<file path="src/rtl/fp_mult_arbiter.sv">
// Shared IEEE-754 single-precision multiplier arbitrated among N_REQ requesters (IDLE/MUL/RSP).
// Define FP_MULT_ARB_FIXED_PRIO_EN for fixed lowest-index-wins priority; otherwise round-robin.
module fp_mult_arbiter #(
    parameter int N_REQ = 4,
    parameter int IDW   = $clog2(N_REQ)
) (
    input  logic                 clk,
    input  logic                 rst_n,
    input  logic [N_REQ-1:0]     req_valid,
    output logic [N_REQ-1:0]     req_ready,
    input  logic [32*N_REQ-1:0]  req_a,
    input  logic [32*N_REQ-1:0]  req_b,
    output logic [N_REQ-1:0]     rsp_valid,
    input  logic [N_REQ-1:0]     rsp_ready,
    output logic [31:0]          rsp_result,
    output logic                 busy,
    output logic [IDW-1:0]       grant_id
);

    typedef enum logic [1:0] {
        IDLE = 2'd0,
        MUL  = 2'd1,
        RSP  = 2'd2
    } state_t;

    state_t             r_state;
    state_t             w_state_nxt;
    logic [IDW-1:0]     r_grant;
    logic [31:0]        r_op_a;
    logic [31:0]        r_op_b;
    logic [31:0]        r_result;
`ifndef FP_MULT_ARB_FIXED_PRIO_EN
    logic [IDW-1:0]     r_ptr;
`endif

    logic               w_found;
    logic [IDW-1:0]     w_win;
    logic [IDW-1:0]     w_idx;
    logic               w_accept;
    logic               w_done;

    logic               w_sign;
    logic               w_a_zero, w_b_zero, w_a_inf, w_b_inf, w_a_nan, w_b_nan;
    logic [47:0]        w_prod;
    logic signed [9:0]  w_exp, w_exp_n, w_exp_f;
    logic [22:0]        w_mant;
    logic               w_guard, w_sticky;
    logic [23:0]        w_mant_r;
    logic [31:0]        w_fp_res;

    // Winner search: walk N_REQ slots starting at the pointer (or at 0 for fixed priority).
    always_comb begin
        w_found = 1'b0;
        w_win   = '0;
        w_idx   = '0;
        for (int unsigned k = 0; k < N_REQ; k++) begin
`ifdef FP_MULT_ARB_FIXED_PRIO_EN
            w_idx = IDW'(k);
`else
            w_idx = r_ptr + IDW'(k);
`endif
            if (!w_found && req_valid[w_idx]) begin
                w_found = 1'b1;
                w_win   = w_idx;
            end
        end
    end

    // Multiplier: denormals flush to zero, round to nearest even, NaN results are canonical quiet NaN.
    always_comb begin
        w_sign   = r_op_a[31] ^ r_op_b[31];
        w_a_zero = (r_op_a[30:23] == 8'h00);
        w_b_zero = (r_op_b[30:23] == 8'h00);
        w_a_inf  = (r_op_a[30:23] == 8'hff) && (r_op_a[22:0] == 23'd0);
        w_b_inf  = (r_op_b[30:23] == 8'hff) && (r_op_b[22:0] == 23'd0);
        w_a_nan  = (r_op_a[30:23] == 8'hff) && (r_op_a[22:0] != 23'd0);
        w_b_nan  = (r_op_b[30:23] == 8'hff) && (r_op_b[22:0] != 23'd0);
        w_prod   = {24'd0, 1'b1, r_op_a[22:0]} * {24'd0, 1'b1, r_op_b[22:0]};
        w_exp    = {2'b00, r_op_a[30:23]} + {2'b00, r_op_b[30:23]} - 10'd127;
        if (w_prod[47]) begin
            w_mant   = w_prod[46:24];
            w_guard  = w_prod[23];
            w_sticky = |w_prod[22:0];
            w_exp_n  = w_exp + 10'sd1;
        end else begin
            w_mant   = w_prod[45:23];
            w_guard  = w_prod[22];
            w_sticky = |w_prod[21:0];
            w_exp_n  = w_exp;
        end
        w_mant_r = {1'b0, w_mant} + {23'd0, w_guard & (w_sticky | w_mant[0])};
        w_exp_f  = w_mant_r[23] ? w_exp_n + 10'sd1 : w_exp_n;
        if (w_a_nan || w_b_nan || (w_a_inf && w_b_zero) || (w_a_zero && w_b_inf)) begin
            w_fp_res = 32'h7fc0_0000;
        end else if (w_a_inf || w_b_inf) begin
            w_fp_res = {w_sign, 8'hff, 23'd0};
        end else if (w_a_zero || w_b_zero) begin
            w_fp_res = {w_sign, 31'd0};
        end else if (w_exp_f >= 10'sd255) begin
            w_fp_res = {w_sign, 8'hff, 23'd0};
        end else if (w_exp_f <= 10'sd0) begin
            w_fp_res = {w_sign, 31'd0};
        end else begin
            w_fp_res = {w_sign, w_exp_f[7:0], w_mant_r[22:0]};
        end
    end

    always_comb begin
        w_state_nxt = r_state;
        req_ready   = '0;
        rsp_valid   = '0;
        busy        = 1'b0;
        w_accept    = 1'b0;
        w_done      = 1'b0;
        case (r_state)
            IDLE: begin
                if (w_found) begin
                    req_ready[w_win] = 1'b1;
                    w_accept         = 1'b1;
                    w_state_nxt      = MUL;
                end
            end
            MUL: begin
                busy        = 1'b1;
                w_state_nxt = RSP;
            end
            RSP: begin
                busy               = 1'b1;
                rsp_valid[r_grant] = 1'b1;
                if (rsp_ready[r_grant]) begin
                    w_done      = 1'b1;
                    w_state_nxt = IDLE;
                end
            end
            default: w_state_nxt = IDLE;
        endcase
        // Reset is synchronous, so outputs are masked while rst_n is low.
        if (!rst_n) begin
            req_ready = '0;
            rsp_valid = '0;
            busy      = 1'b0;
        end
    end

    always_ff @(posedge clk) begin
        if (!rst_n) begin
            r_state  <= IDLE;
            r_grant  <= '0;
            r_op_a   <= '0;
            r_op_b   <= '0;
            r_result <= '0;
`ifndef FP_MULT_ARB_FIXED_PRIO_EN
            r_ptr    <= '0;
`endif
        end else begin
            r_state <= w_state_nxt;
            if (w_accept) begin
                r_op_a  <= req_a[w_win*32 +: 32];
                r_op_b  <= req_b[w_win*32 +: 32];
                r_grant <= w_win;
`ifndef FP_MULT_ARB_FIXED_PRIO_EN
                r_ptr   <= w_win + IDW'(1);
`endif
            end
            if (r_state == MUL) begin
                r_result <= w_fp_res;
            end
            // Result bus returns to its idle value once the owner takes the product.
            if (w_done) begin
                r_result <= '0;
            end
        end
    end

    assign rsp_result = r_result;
    assign grant_id   = r_grant;

endmodule

</file>
<file path="config.mk">
export PLATFORM = sky130hd
export DESIGN_NAME = fp_mult_arbiter
export DESIGN_NICKNAME = d
export VERILOG_FILES = /design/src/rtl/fp_mult_arbiter.sv
export SDC_FILE = /design/constraint.sdc
export NUM_CORES = 2
export LEC_CHECK = 0
export BUFFER_PORTS_ARGS = -buffer_cell sky130_fd_sc_hd__buf_2
export CAP_MARGIN = 5
export CORE_UTILIZATION = 50
export DETAILED_ROUTE_END_ITERATION = 10
export PLACE_DENSITY = 0.76
export SYNTH_ARGS = -nofsm -noshare
export SYNTH_HDL_FRONTEND = slang
export SYNTH_SLANG_ARGS = --single-unit
</file>
<file path="constraint.sdc">
create_clock -name clk -period 21.1 [get_ports clk]
set_input_delay 1.055 -clock clk [delete_from_list [all_inputs] [get_ports clk]]
set_output_delay 1.055 -clock clk [all_outputs]
set_load 0.01 [all_outputs]
</file>
==> metrics.txt <==
Comb power frac between 80% and 90%; Internal approximately 1.7 mW; Syn Std Cell Area approximately 28,000 um^2; initial antenna violation count 2; RSZ-0062 raised after global routing false; CP startpoint kind flop; number of antenna-violating nets in the routed design 0; # fillers 5,114; number of nets in the layout 4,627; deepest clock path buffer count 2; routed metal-1 wirelength 32,650 um; synthesized-area fraction occupied by xor and xnor cells 2.085%; cell types with the highest counts after synthesis sky130_fd_sc_hd__nand2_1, sky130_fd_sc_hd__inv_1, sky130_fd_sc_hd__fa_1; Syn-to-layout area delta 8.361%; multi-input combinational cell area 22,990 um^2; vias per inst between 5 and 6; largest net degree at the start of global routing 93; number of failing setup endpoints in the final timing report 0; Boundary Pins ~310; cell with the largest stage delay on the worst path sky130_fd_sc_hd__dfxtp_1; total power per unit cell area roughly 140 nW/um^2; wire length reported by the detailed router between 80,000 and 90,000 um; leakage power summed over all cells between 15 and 20 nW; number of warning messages in the yosys log 0; peak fanout along the critical path 23; area of the core approximately 55,000 um^2; die height between 200 and 250 um; clock tree sinks between 100 and 150; met3 wire length roughly 7400 um; final hold viol count 0; sequential cell area roughly 2000 um^2; final HPWL from detailed placement roughly 70,000 um; Fin Clk Skew 12.65 ps; transition time of the tightest slew-check pin roughly 1300 ps; worst min-delay path class reg2reg; top routing layer in use met5; combinational family with the most area after synthesis adder cells; clock slew at reported path FFs roughly 70 ps; startpoint-to-endpoint class of the critical path reg2reg; number of buffers added by the clock tree synthesis step 9; fraction of the mapped netlist area in adder cells between 40% and 50%; root buffer cell sky130_fd_sc_hd__clkbuf_16; mux cell area share after synthesis 0.6934%; number of violations reported at the end of detailed-routing iteration 0 about 2,000; Routability Congestion 0.9889; CTS tree yes; Maximum Capacitance Violations 0; post-cts sizing count 0; simple-gate area share of the yosys netlist a little under a quarter; Site Rows 86; average wire per cell in the routed design roughly 19 um; sequential cell area fraction in the yosys report a little over 7%; clock share of power under 10%; gr ovfl total 0; Detail Route met2 WL about 40,000 um; sequential share of power ~7.3%; post-route total power ~4.3 mW; area leader, netlist sky130_fd_sc_hd__fa_1; Total Die Area approximately 57,000 um^2; width of the chip between 200 and 250 um; crit share post-route about 54%; fraction of registers with async set or reset after synthesis 0%; result of the run complete, no violations; aggregate negative setup slack 0 ps; final routed DRC violation total 0; number of vias after detailed routing between 20,000 and 30,000; total setup buffers inserted after CTS 0; Worst-Skew Late Latency roughly 390 ps; Synth Register Bits slightly above 100; overall routing resource usage approximately 31%; worst setup slack for register-to-register paths between 9000 and 10,000 ps; minimum clock period after layout about 11,000 ps; Compound-Gate Fraction of Synth Area about an eighth; dominant register cell in the synthesized netlist sky130_fd_sc_hd__dfxtp_1; maximum resistive drop on vdd between 150 and 200 uV; most frequent cell after synthesis sky130_fd_sc_hd__nand2_1; portion of synthesized cell area occupied by the leading cell type between 30% and 40%; element type at the critical path end flop; wire length of the first global-routing pass between 100,000 and 150,000 um; number of instances in the synthesized netlist roughly 3,500; layout cells sized above 1 11.70%; number of synthesized flops with an enable pin 0; quantity of hold-fixing buffers added after cts 0; Largest stage delay, worst path 860 ps; number of search-and-repair iterations in the first detailed-routing pass 6; Unique masters post-synth 97; initial standard-cell utilization of the core between 50% and 60%; switching share of power approximately three fifths; CTS H-tree lvls 3; Post-Synthesis Net Count roughly 4,500; endpoint required time on the critical path 21,350 ps; quantity of I/O buffers inserted on ports slightly above 300; Switch Pwr 2.589 mW; ant diodes 0; Crit path arrival time about 12,000 ps; cells taking the most area after synthesis sky130_fd_sc_hd__fa_1, sky130_fd_sc_hd__ha_1, sky130_fd_sc_hd__nand2_1; Syn Area/Cell approximately 8.0 um^2; max-slew headroom at the worst pin 12.52%; fin. max-slew vios 0; vias in the first global route between 20,000 and 30,000; max frequency ~90 MHz
[path summary, 6_finish.rpt]
kind,to,cells after the start,startpoint
setup reg to reg,rsp_result[22]$_SDFFE_PP0N_,36,r_op_b[8]$_SDFFE_PN0P_
setup / recovery,rsp_result[22]$_SDFFE_PP0N_,36,r_op_b[8]$_SDFFE_PN0P_
hold / removal,rsp_result[18]$_SDFFE_PP0N_,2,rsp_result[18]$_SDFFE_PP0N_
hold reg to reg,rsp_result[18]$_SDFFE_PP0N_,2,rsp_result[18]$_SDFFE_PP0N_
[metal layers]
metal / up-vias / global-route usage, %
met5: - / 0
met4: 4 / 17.85
met3: 301 / 5.071
met2: 1286 / 51.10
met1: 12320 / 38.08
li1: 11450 / -
[power groups by stage]
stage          clock network (mW)  logic (mW)  registers, mW
3_5_place_dp                    0        3.69          0.311
2_1_floorplan                   0        2.77          0.265
3_3_place_gp                    0        3.65          0.310
6_report                    0.191        3.76          0.311
5_1_grt                     0.201        4.18          0.313
4_1_cts                     0.195        3.72          0.306
[sequential cells by signal (all words and copies together) (netlist names)]
register	count
r_ptr	2
rsp_result	32
r_op_b	32
r_op_a	32
r_state	2
grant_id	2
[kinds of logic (layout without fill, tap and decap cells)]
family,after synthesis,after routing
AOI/OAI and AO/OA,459,459
adders and majority gates,683,683
and+or+nand+nor,1368,1368
muxes,18,18
buffers and inverters,823,986
xor gates and xnor gates,67,67
DFF,102,102
[layout make-up]
cell class                      instances  share of cell area [%]
Multi-Input combinational cell       2595                   75.35
Inverter                              614                   7.564
Sequential cell                       102                   6.694
Timing Repair Buffer                  356                   6.235
Tap cell                              748                   3.068
Clock buffer                           10                  0.7834
Clock inverter                          6                  0.3035
[worst max-delay path: cells and delay by family (launching register included)]
family	cells	cell delay (ps)
AND/OR/NAND/NOR	7	2010
AO/OA/AOI/OAI	10	2700
multiplexers	1	290
flip-flops	1	860
adder cells (fa/ha/maj)	9	4150
XOR/XNOR	1	210
buffers and inverters	8	1010
[through the flow]
step / setup WS (ps) / cells / hold slack, ps / area, um^2 / utilization [%]
CTS: 9991 / 4431 / 457.3 / 30500 / 55.05
detailed placement: 10010 / 4415 / 431.4 / 30170 / 54.45
global placement: 10310 / 4415 / 432.4 / 30170 / 54.45
floorplan: 11220 / 3520 / 474.6 / 28150 / -
finish: 9727 / 4431 / 449.7 / 30500 / 55.05
global route: 9327 / 4431 / 471.3 / 30500 / 55.05
[layout by cell type, fill, tap and decap left out, types with 47 or more instances in the layout]
| cell | Yosys | routed |
|---|---|---|
| sky130_fd_sc_hd__nand2_1 | 641 | 641 |
| sky130_fd_sc_hd__buf_2 | 14 | 308 |
| sky130_fd_sc_hd__a311oi_1 | 64 | 64 |
| sky130_fd_sc_hd__nor2_1 | 122 | 122 |
| sky130_fd_sc_hd__inv_1 | 611 | 609 |
| sky130_fd_sc_hd__o21ai_0 | 47 | 47 |
| sky130_fd_sc_hd__nor2b_1 | 76 | 76 |
| sky130_fd_sc_hd__dfxtp_1 | 102 | 102 |
| sky130_fd_sc_hd__a21oi_1 | 151 | 151 |
| sky130_fd_sc_hd__and2_1 | 253 | 253 |
| sky130_fd_sc_hd__buf_4 | 5 | 48 |
| sky130_fd_sc_hd__and3_1 | 80 | 80 |
| sky130_fd_sc_hd__fa_1 | 483 | 483 |
| sky130_fd_sc_hd__ha_1 | 200 | 200 |
No activity file was read; power rests on OpenSTA's default activity.
